$ cat src/rtl/yolo_sif_pkg.sv
// Shared constants for the yolo stream-interface FIFO.
// Entries are packed as {last, user, strb, data}.
package yolo_sif_pkg;

    localparam int unsigned SIF_TBITS    = 32;
    localparam int unsigned SIF_TBYTE    = SIF_TBITS / 8;
    localparam int unsigned SIF_ENTRY_W  = SIF_TBITS + SIF_TBYTE + 2;

    // Field offsets inside the packed entry at the default widths
    localparam int unsigned SIF_DATA_LSB = 0;
    localparam int unsigned SIF_STRB_LSB = SIF_TBITS;
    localparam int unsigned SIF_USER_BIT = SIF_TBITS + SIF_TBYTE;
    localparam int unsigned SIF_LAST_BIT = SIF_TBITS + SIF_TBYTE + 1;

    // Entry width for a non-default beat width
    function automatic int unsigned sif_entry_w(input int unsigned tbits,
                                                input int unsigned tbyte);
        return tbits + tbyte + 2;
    endfunction

endpackage

$ cat src/rtl/yolo_sif_ram.sv
// DEPTH x WIDTH register array: one synchronous write port, one asynchronous read port.
// Contents are deliberately not reset.
module yolo_sif_ram #(
    parameter int unsigned WIDTH = 38,
    parameter int unsigned DEPTH = 16,
    parameter int unsigned AW    = 4
) (
    input  logic             clk,
    input  logic             we,
    input  logic [AW-1:0]    waddr,
    input  logic [WIDTH-1:0] wdata,
    input  logic [AW-1:0]    raddr,
    output logic [WIDTH-1:0] rdata
);

    logic [WIDTH-1:0] mem [DEPTH];

    // Store an accepted beat at the write pointer
    always_ff @(posedge clk) begin
        if (we) begin
            mem[waddr] <= wdata;
        end
    end

    assign rdata = mem[raddr];

endmodule

$ cat src/rtl/yolo_sif_fifo.sv
// Stream-interface FIFO between a producer (osif-style write side) and a
// consumer (isif-style first-word-fall-through read side).
// Optional sticky overflow/underflow flags: define YOLO_SIF_FIFO_ERR_EN.
module yolo_sif_fifo
    import yolo_sif_pkg::*;
#(
    parameter int unsigned TBITS = SIF_TBITS,
    parameter int unsigned TBYTE = SIF_TBYTE,
    parameter int unsigned DEPTH = 16,
    parameter int unsigned AW    = 4
) (
    input  logic             clk,
    input  logic             rst,
    input  logic [TBITS-1:0] sif_data_din,
    input  logic [TBYTE-1:0] sif_strb_din,
    input  logic             sif_last_din,
    input  logic             sif_user_din,
    input  logic             sif_write,
    output logic             sif_full_n,
    output logic [TBITS-1:0] sif_data_dout,
    output logic [TBYTE-1:0] sif_strb_dout,
    output logic             sif_last_dout,
    output logic             sif_user_dout,
    output logic             sif_empty_n,
    input  logic             sif_read,
    output logic [AW:0]      sif_level,
    output logic [1:0]       sif_err
);

    localparam int unsigned EntryW  = sif_entry_w(TBITS, TBYTE);
    localparam int unsigned StrbLsb = TBITS;
    localparam int unsigned UserBit = TBITS + TBYTE;
    localparam int unsigned LastBit = TBITS + TBYTE + 1;
    localparam logic [AW:0] LevelFull = (AW+1)'(DEPTH);

    logic [AW-1:0]     wptr_q, rptr_q;
    logic [AW:0]       level_q, level_d;
    logic              full_n_q, empty_n_q;
    logic              wr_ok, rd_ok;
    logic [EntryW-1:0] wr_entry, rd_entry;

    assign wr_ok    = sif_write & full_n_q;
    assign rd_ok    = sif_read & empty_n_q;
    assign wr_entry = {sif_last_din, sif_user_din, sif_strb_din, sif_data_din};

    yolo_sif_ram #(
        .WIDTH (EntryW),
        .DEPTH (DEPTH),
        .AW    (AW)
    ) u_ram (
        .clk   (clk),
        .we    (wr_ok),
        .waddr (wptr_q),
        .wdata (wr_entry),
        .raddr (rptr_q),
        .rdata (rd_entry)
    );

    // Occupancy next state: simultaneous accepted push and pop cancel out
    always_comb begin
        level_d = level_q;
        case ({wr_ok, rd_ok})
            2'b10:   level_d = level_q + (AW+1)'(1);
            2'b01:   level_d = level_q - (AW+1)'(1);
            default: level_d = level_q;
        endcase
    end

    // Pointers, level and flags; flags come from next-state level so they are
    // valid the cycle after the event
    always_ff @(posedge clk or posedge rst) begin
        if (rst) begin
            wptr_q    <= '0;
            rptr_q    <= '0;
            level_q   <= '0;
            full_n_q  <= 1'b1;
            empty_n_q <= 1'b0;
        end else begin
            if (wr_ok) wptr_q <= wptr_q + AW'(1);
            if (rd_ok) rptr_q <= rptr_q + AW'(1);
            level_q   <= level_d;
            full_n_q  <= (level_d != LevelFull);
            empty_n_q <= (level_d != '0);
        end
    end

    assign sif_full_n  = full_n_q;
    assign sif_empty_n = empty_n_q;
    assign sif_level   = level_q;

    // Head entry falls through; stale storage is masked while empty
    always_comb begin
        sif_data_dout = '0;
        sif_strb_dout = '0;
        sif_user_dout = 1'b0;
        sif_last_dout = 1'b0;
        if (empty_n_q) begin
            sif_data_dout = rd_entry[TBITS-1:0];
            sif_strb_dout = rd_entry[StrbLsb +: TBYTE];
            sif_user_dout = rd_entry[UserBit];
            sif_last_dout = rd_entry[LastBit];
        end
    end

`ifdef YOLO_SIF_FIFO_ERR_EN
    logic [1:0] err_q;

    // Sticky overflow (bit 0) and underflow (bit 1), cleared only by reset
    always_ff @(posedge clk or posedge rst) begin
        if (rst) begin
            err_q <= '0;
        end else begin
            err_q <= err_q | {sif_read & ~empty_n_q, sif_write & ~full_n_q};
        end
    end

    assign sif_err = err_q;
`else
    assign sif_err = 2'b00;
`endif

endmodule

$ cat config.mk
export PLATFORM = sky130hd
export DESIGN_NAME = yolo_sif_fifo
export DESIGN_NICKNAME = d
export VERILOG_FILES = /design/src/rtl/yolo_sif_pkg.sv /design/src/rtl/yolo_sif_ram.sv /design/src/rtl/yolo_sif_fifo.sv
export SDC_FILE = /design/constraint.sdc
export NUM_CORES = 1
export LEC_CHECK = 0
export BUFFER_PORTS_ARGS = -buffer_cell sky130_fd_sc_hd__buf_2
export CAP_MARGIN = 5
export CORE_MARGIN = 2
export CORE_UTILIZATION = 30
export CTS_CLUSTER_SIZE = 12
export DETAILED_ROUTE_END_ITERATION = 6
export GPL_TIMING_DRIVEN = 0
export PLACE_DENSITY = 0.52
export SLEW_MARGIN = 20
export SYNTH_ARGS = -nofsm -noshare
export SYNTH_HDL_FRONTEND = slang
export SYNTH_SLANG_ARGS = --single-unit
$ cat constraint.sdc
create_clock -name clk -period 2.25 [get_ports clk]
set_input_delay 0.45 -clock clk [delete_from_list [all_inputs] [get_ports clk]]
set_output_delay 0.45 -clock clk [all_outputs]
set_load 0.05 [all_outputs]
==> results of run 1 <==
-- worst max-delay path, stage by stage, from the launching register on --
cell,delay [ns]
dfrtp_2,0.40
buf_6,0.15
buf_16,0.18
buf_16,0.16
mux4_2,0.50
mux4_2,0.52
and2_4,0.19
buf_6,0.14
-- kinds of logic (layout without fill, tap and decap cells) --
| group | after synthesis | after routing | synth area share |
|---|---|---|---|
| and+or+nand+nor | 87 | 91 | 0.0214 |
| muxes | 191 | 191 | 0.179 |
| AOI/OAI and AO/OA | 14 | 14 | 0.00427 |
| buffers and inverters | 59 | 317 | 0.0127 |
| other | 1 | 2 | 0.000156 |
| DFF | 623 | 623 | 0.776 |
| xor gates and xnor gates | 10 | 10 | 0.00365 |
| adders and majority gates | 7 | 7 | 0.00365 |
-- layer usage --
layer | part of all wire | vias up | global-route usage
met4 | 0.020 | 6 | 0.0445
li1 | - | 4685 | -
met2 | 0.50 | 305 | 0.237
met5 | 0.00068 | - | 0
met1 | 0.43 | 6177 | 0.194
met3 | 0.051 | 77 | 0.0285
-- registers in the layout, summed over array words and instances (netlist names) --
name	count
sif_empty_n	1
rptr_q	4
sif_full_n	1
u_ram.mem	608
sif_level	5
wptr_q	4
-- metrics by stage --
step / TNS (ns) / instance area, sq um
after floorplan: -6.24 / 24300
after global placement: -238.02 / 26000
after detailed placement: -79.70 / 26200
after CTS: -41.02 / 29100
after global routing: -41.06 / 29700
final: -38.19 / 29700
-- path summary, 6_finish.rpt --
| path | startpoint | endpoint | slack [ns] | cells after the start |
|---|---|---|---|---|
| hold / removal | sif_data_din[8] | u_ram.mem[14][8] | 0.22 | 1 |
| setup / recovery | rptr_q[0] | sif_data_dout[2] | -1.03 | 7 |
| max in group asynchronous | rst | rptr_q[0] | 1.20 | 3 |
| hold reg to reg | wptr_q[2] | wptr_q[2] | 0.58 | 1 |
| setup reg to reg | sif_empty_n | sif_empty_n | -0.23 | 11 |
| min in group asynchronous | rst | rptr_q[3] | 0.52 | 3 |
-- repair_timing --
| item | in CTS | in global routing |
|---|---|---|
| pin swaps | 11 | 8 |
| endpoints found under the hold margin | 14 | 0 |
| endpoints found under the setup margin | 291 | 237 |
| setup buffers | 23 | 17 |
| hold buffers | 1 | 0 |
| cloned | 10 | 11 |
| resized for setup | 143 | 49 |
-- final cells by class --
class / count / area [sq um] / share of cell area
clock buffer: 84 / 1780 / 0.0599
inverter: 7 / 43.8 / 0.00147
clock inverter: 26 / 198 / 0.00665
multi-input combinational: 315 / 5360 / 0.180
tap: 1050 / 1310 / 0.0442
buffer: 50 / 596 / 0.0200
timing repair buffer: 150 / 1820 / 0.0612
sequential: 623 / 18600 / 0.627
-- power breakdown --
| group | internal (uW) | switching, uW | leakage (uW) |
|---|---|---|---|
| Sequential | 14000 | 364 | 0.00566 |
| Clock | 5820 | 4300 | 0.000967 |
| Combinational | 8760 | 9590 | 0.00296 |
| Total | 28600 | 14200 | 0.00959 |
-- layout by cell type, fill, tap and decap left out, types with 12 or more instances in the layout --
| cell | instances |
|---|---|
| buf_2 | 51 |
| dfrtp_1 | 12 |
| edfxtp_1 | 608 |
| clkbuf_1 | 21 |
| buf_16 | 13 |
| and2_4 | 55 |
| buf_12 | 34 |
| clkinv_1 | 13 |
| mux4_2 | 190 |
| clkbuf_16 | 80 |
| clkbuf_2 | 14 |
| buf_4 | 19 |
| buf_6 | 42 |
==> flow_metrics.tcl, run 1 <==
set metrics [dict create \
    yosysTopAreaCell "edfxtp_1" \
    grt_max_degree 39 \
    violations "setup timing" \
    cp.required_ns 1.80 \
    diodes 0 \
    p_per_area_nw_per_um2 1440 \
    synthCells 992 \
    core-area_sq_um 79100 \
    drive_gt1_frac 0.434 \
    wirelength_um 59900 \
    period_share 1.46 \
    synth_edf_count 608 \
    hold-worst-slack_ns 0.219 \
    min_period_ns 3.28 \
    post-route-util 0.376 \
    fillers 7153 \
    antenna_left 0 \
    p_leak_uw 0.00959 \
    die_x_um 287 \
    cts.sinks 623 \
    die_h_um 287 \
    clkLatencyLatePin_ns 0.61 \
    setup_violations 41 \
    rsz0062_at_grt "true" \
    io_pins 89 \
    grt_pass1_wl_um 83900 \
    total_power_uw 42900 \
    cts_tree "yes" \
    syn_avg_cell_area_sq_um 24.2 \
    status "finished, violations left" \
    fmax_mhz 305 \
    drc 0 \
    io_buffers 86 \
    synth_commonest_cells "edfxtp_1, mux4_2, and2_1" \
    synth-seq-cells 623 \
    path_class "reg2out" \
    fin_ws_ns -1.03 \
    dpl.hpwl_um 31500 \
    clock_path_buffers 3 \
    rows 103 \
    ys_seq_area_frac 0.776 \
    grt_overflow_total 0 \
    fin_skew_ns 0.0254 \
    placed_cells 2137 \
    worst_pin_slew_ns 1.04 \
    ys_warn_count 0 \
    synth_top_area_share 0.760 \
    wl_per_cell_um 26.0 \
    drv_slew 0 \
    synth_ff_type "edfxtp_1" \
    antenna_found_initial 6 \
    start_util 0.304 \
    cts-root-buf "clkbuf_16" \
    synth_area_leaders "edfxtp_1, mux4_2, dfrtp_1" \
    grt_pass1_vias 11822 \
    clk_pin_slew_ns 0.06 \
    area_delta_synth_final_pct 23.8 \
    path_max_fanout 6 \
    cts_buffers 67 \
    ys_types 40 \
    layout.nets 1263 \
    synth_area_sq_um 24000 \
    htree_levels 3 \
    crit_path_end_kind "output port" \
    drt_iter0_drc 935 \
    arrival_ns 2.83 \
    critPathLaunchType "flop" \
    hold_violations 0 \
    vias 11250 \
    fin_cells 2305 \
    slew_headroom 0.308 \
    dpl_worst_slack_ns -0.960 \
    hp-class "in2reg" \
    ir_drop_v 0.000927 \
    post-synth-top-count-cell "edfxtp_1" \
    viasPerCell 4.88 \
    cap_violations 0 \
    track_usage 0.144 \
    async_flop_share 0.0241 \
    firstDrtPassIters 5 \
    dieArea_sq_um 82400 \
    place.gp.congestion 0.702 \
]
No activity file was read; power rests on OpenSTA's default activity.
==> inputs of run 2 (changes only) <==
Settings changed: CORE_UTILIZATION 30 to 35, CTS_BUF_LIST from default to sky130_fd_sc_hd__clkbuf_8, PLACE_DENSITY 0.52 to 0.58.
==> run 2 against run 1 <==
Effect of this change: the flow still finishes with violations (setup timing); power decreased by 2.4%; clock skew up 0.011 ns; worst setup slack got worse by 0.12 ns; die area decreased by 14%; worst hold slack worse by 0.088 ns; design area shrank 0.59%; largest cell class unchanged.
==> flow_metrics.tcl, run 2 (synthesized netlist as in run 1, its figures left out) <==
set metrics [dict create \
    status "finished, violations left" \
    violations "setup timing" \
    final_common_cell "edfxtp_1" \
    cts-root-buf "clkbuf_8" \
    largest_reg_flops 608 \
    rrSetupSlack_ns -0.22 \
    ir_drop_v 0.00101 \
    critical_path_cell_count 7 \
    crit_start "rptr_q[0]" \
    hold_violations 0 \
    drc 0 \
    cts_tree "yes" \
    vias 11596 \
    antenna_found_initial 9 \
    area_delta_synth_final_pct 23.1 \
    hp-class "in2reg" \
    cp.required_ns 1.80 \
    final_cell_mix "edfxtp_1, mux4_2, clkbuf_8" \
    dpl.hpwl_um 29100 \
    setup_violations 40 \
    firstDrtPassIters 5 \
    dpl_worst_slack_ns -0.900 \
    grt_max_degree 39 \
    cpPeakStageDelay_ns 0.55 \
    drt_iter0_drc 1023 \
    fin_skew_ns 0.0367 \
    io_buffers 86 \
    place.gp.congestion 0.723 \
    holdPathStages 1 \
    arrival_ns 2.95 \
    io_pins 89 \
    p_per_area_nw_per_um2 1420 \
    cap_violations 0 \
    clk_pin_slew_ns 0.06 \
    placed_cells 1965 \
    crit_path_end "sif_data_dout[31]" \
    crit_path_end_kind "output port" \
    die_h_um 266 \
    fin_cells 2219 \
    cts.sinks 623 \
    start_util 0.352 \
    wl_per_cell_um 27.2 \
    crit_top_cell "mux4_2" \
    wirelength_um 60400 \
    htree_levels 3 \
    core-area_sq_um 68200 \
    fmax_mhz 294 \
    viasPerCell 5.23 \
    gr-usage-met3 0.0376 \
    period_share 1.51 \
    crit_family "multiplexers" \
    drv_slew 0 \
    cts_buffers 100 \
    layout.nets 1307 \
    p_leak_uw 0.00975 \
    min_period_ns 3.40 \
    clkLatencyLatePin_ns 0.70 \
    track_usage 0.169 \
    met1_usage 0.226 \
    largest-register "u_ram.mem" \
    grt_pass1_vias 12185 \
    timing.rr.end "sif_empty_n" \
    clock_path_buffers 3 \
    path_max_fanout 5 \
    crit_chain "buf_8, buf_16, buf_12, mux4_2, mux4_2, and2_4, buf_6" \
    cp.buffers_inverters 4 \
    slew_headroom 0.345 \
    critPathLaunchType "flop" \
    grt_pass1_wl_um 84000 \
    worst_pin_slew_ns 0.983 \
    grt_overflow_total 0 \
    rsz0062_at_grt "true" \
    r2r_cells 11 \
    die_x_um 266 \
    rows 96 \
    fillers 5839 \
    drive_gt1_frac 0.445 \
    path_class "reg2out" \
    antenna_left 0 \
    grt.busiest_layer "met2" \
    fin_ws_ns -1.15 \
    use_met2 0.279 \
    slowest_stage "mux4_2" \
    dieArea_sq_um 70800 \
    reg2reg_from "sif_empty_n" \
]
[run 2: report_power, final]
part	switching [uW]	total (uW)	internal, uW
Clock	4420	8970	4560
Sequential	396	14400	14000
Combinational	9630	18400	8810
[run 2: cell type report]
class	instances	area, sq um	area share
Antenna cell	3	7.51	0.000254
Buffer	50	569	0.0193
Clock buffer	102	1400	0.0475
Clock inverter	76	419	0.0142
Inverter	7	43.8	0.00148
Multi-Input combinational cell	322	5440	0.184
Sequential cell	623	18600	0.630
Tap cell	882	1100	0.0373
Timing Repair Buffer	154	1950	0.0659
[run 2: worst min-delay path by stage]
stage / slack (ns) / end / startpoint
floorplan: 0.35 / rptr_q[0] / rst
global placement: 0.48 / sif_level[4] / sif_level[4]
detailed placement: 0.50 / sif_level[4] / sif_level[4]
global route: 0.11 / u_ram.mem[5][17] / sif_data_din[17]
CTS: 0.08 / u_ram.mem[5][19] / sif_data_din[19]
finish: 0.13 / u_ram.mem[5][17] / sif_data_din[17]
[run 2: per-layer routing]
layer | share of wire | routed length (um) | up-vias
met2 | 0.50 | 30100 | 433
met1 | 0.42 | 25100 | 6283
met5 | 0.00058 | 35 | -
li1 | - | - | 4811
met4 | 0.014 | 830 | 6
met3 | 0.071 | 4300 | 63
[run 2: metrics by stage]
step	hold WS (ns)	utilization	total power, uW	area [sq um]	setup TNS (ns)
5_1_grt	0.109	0.433	43500	29600	-44.50
2_1_floorplan	0.351	-	25700	24300	-6.24
3_5_place_dp	0.496	0.380	29700	25900	-99.50
4_1_cts	0.0765	0.430	41900	29300	-45.08
6_report	0.130	0.433	41800	29600	-41.80
3_3_place_gp	0.484	0.378	29500	25800	-209.37
[run 2: repair_timing]
| item | CTS | global route |
|---|---|---|
| setup buffers | 42 | 12 |
| pin swaps | 19 | 8 |
| gates resized for setup | 175 | 22 |
| hold buffers | 1 | 0 |
| setup endpoints to repair | 347 | 103 |
| hold endpoints to repair | 14 | 0 |
| gates cloned | 18 | 8 |
[run 2: worst reg2reg max path: stages, from the launching register on]
cell and delay (ns):
dfrtp_2 0.47, buf_6 0.18, nand2_8 0.11, clkinv_8 0.07
nand2_4 0.07, xnor2_2 0.10, ha_2 0.20, a21oi_2 0.04
or3_4 0.39, a2111o_1 0.44, a31oi_2 0.16, nand4b_1 0.11
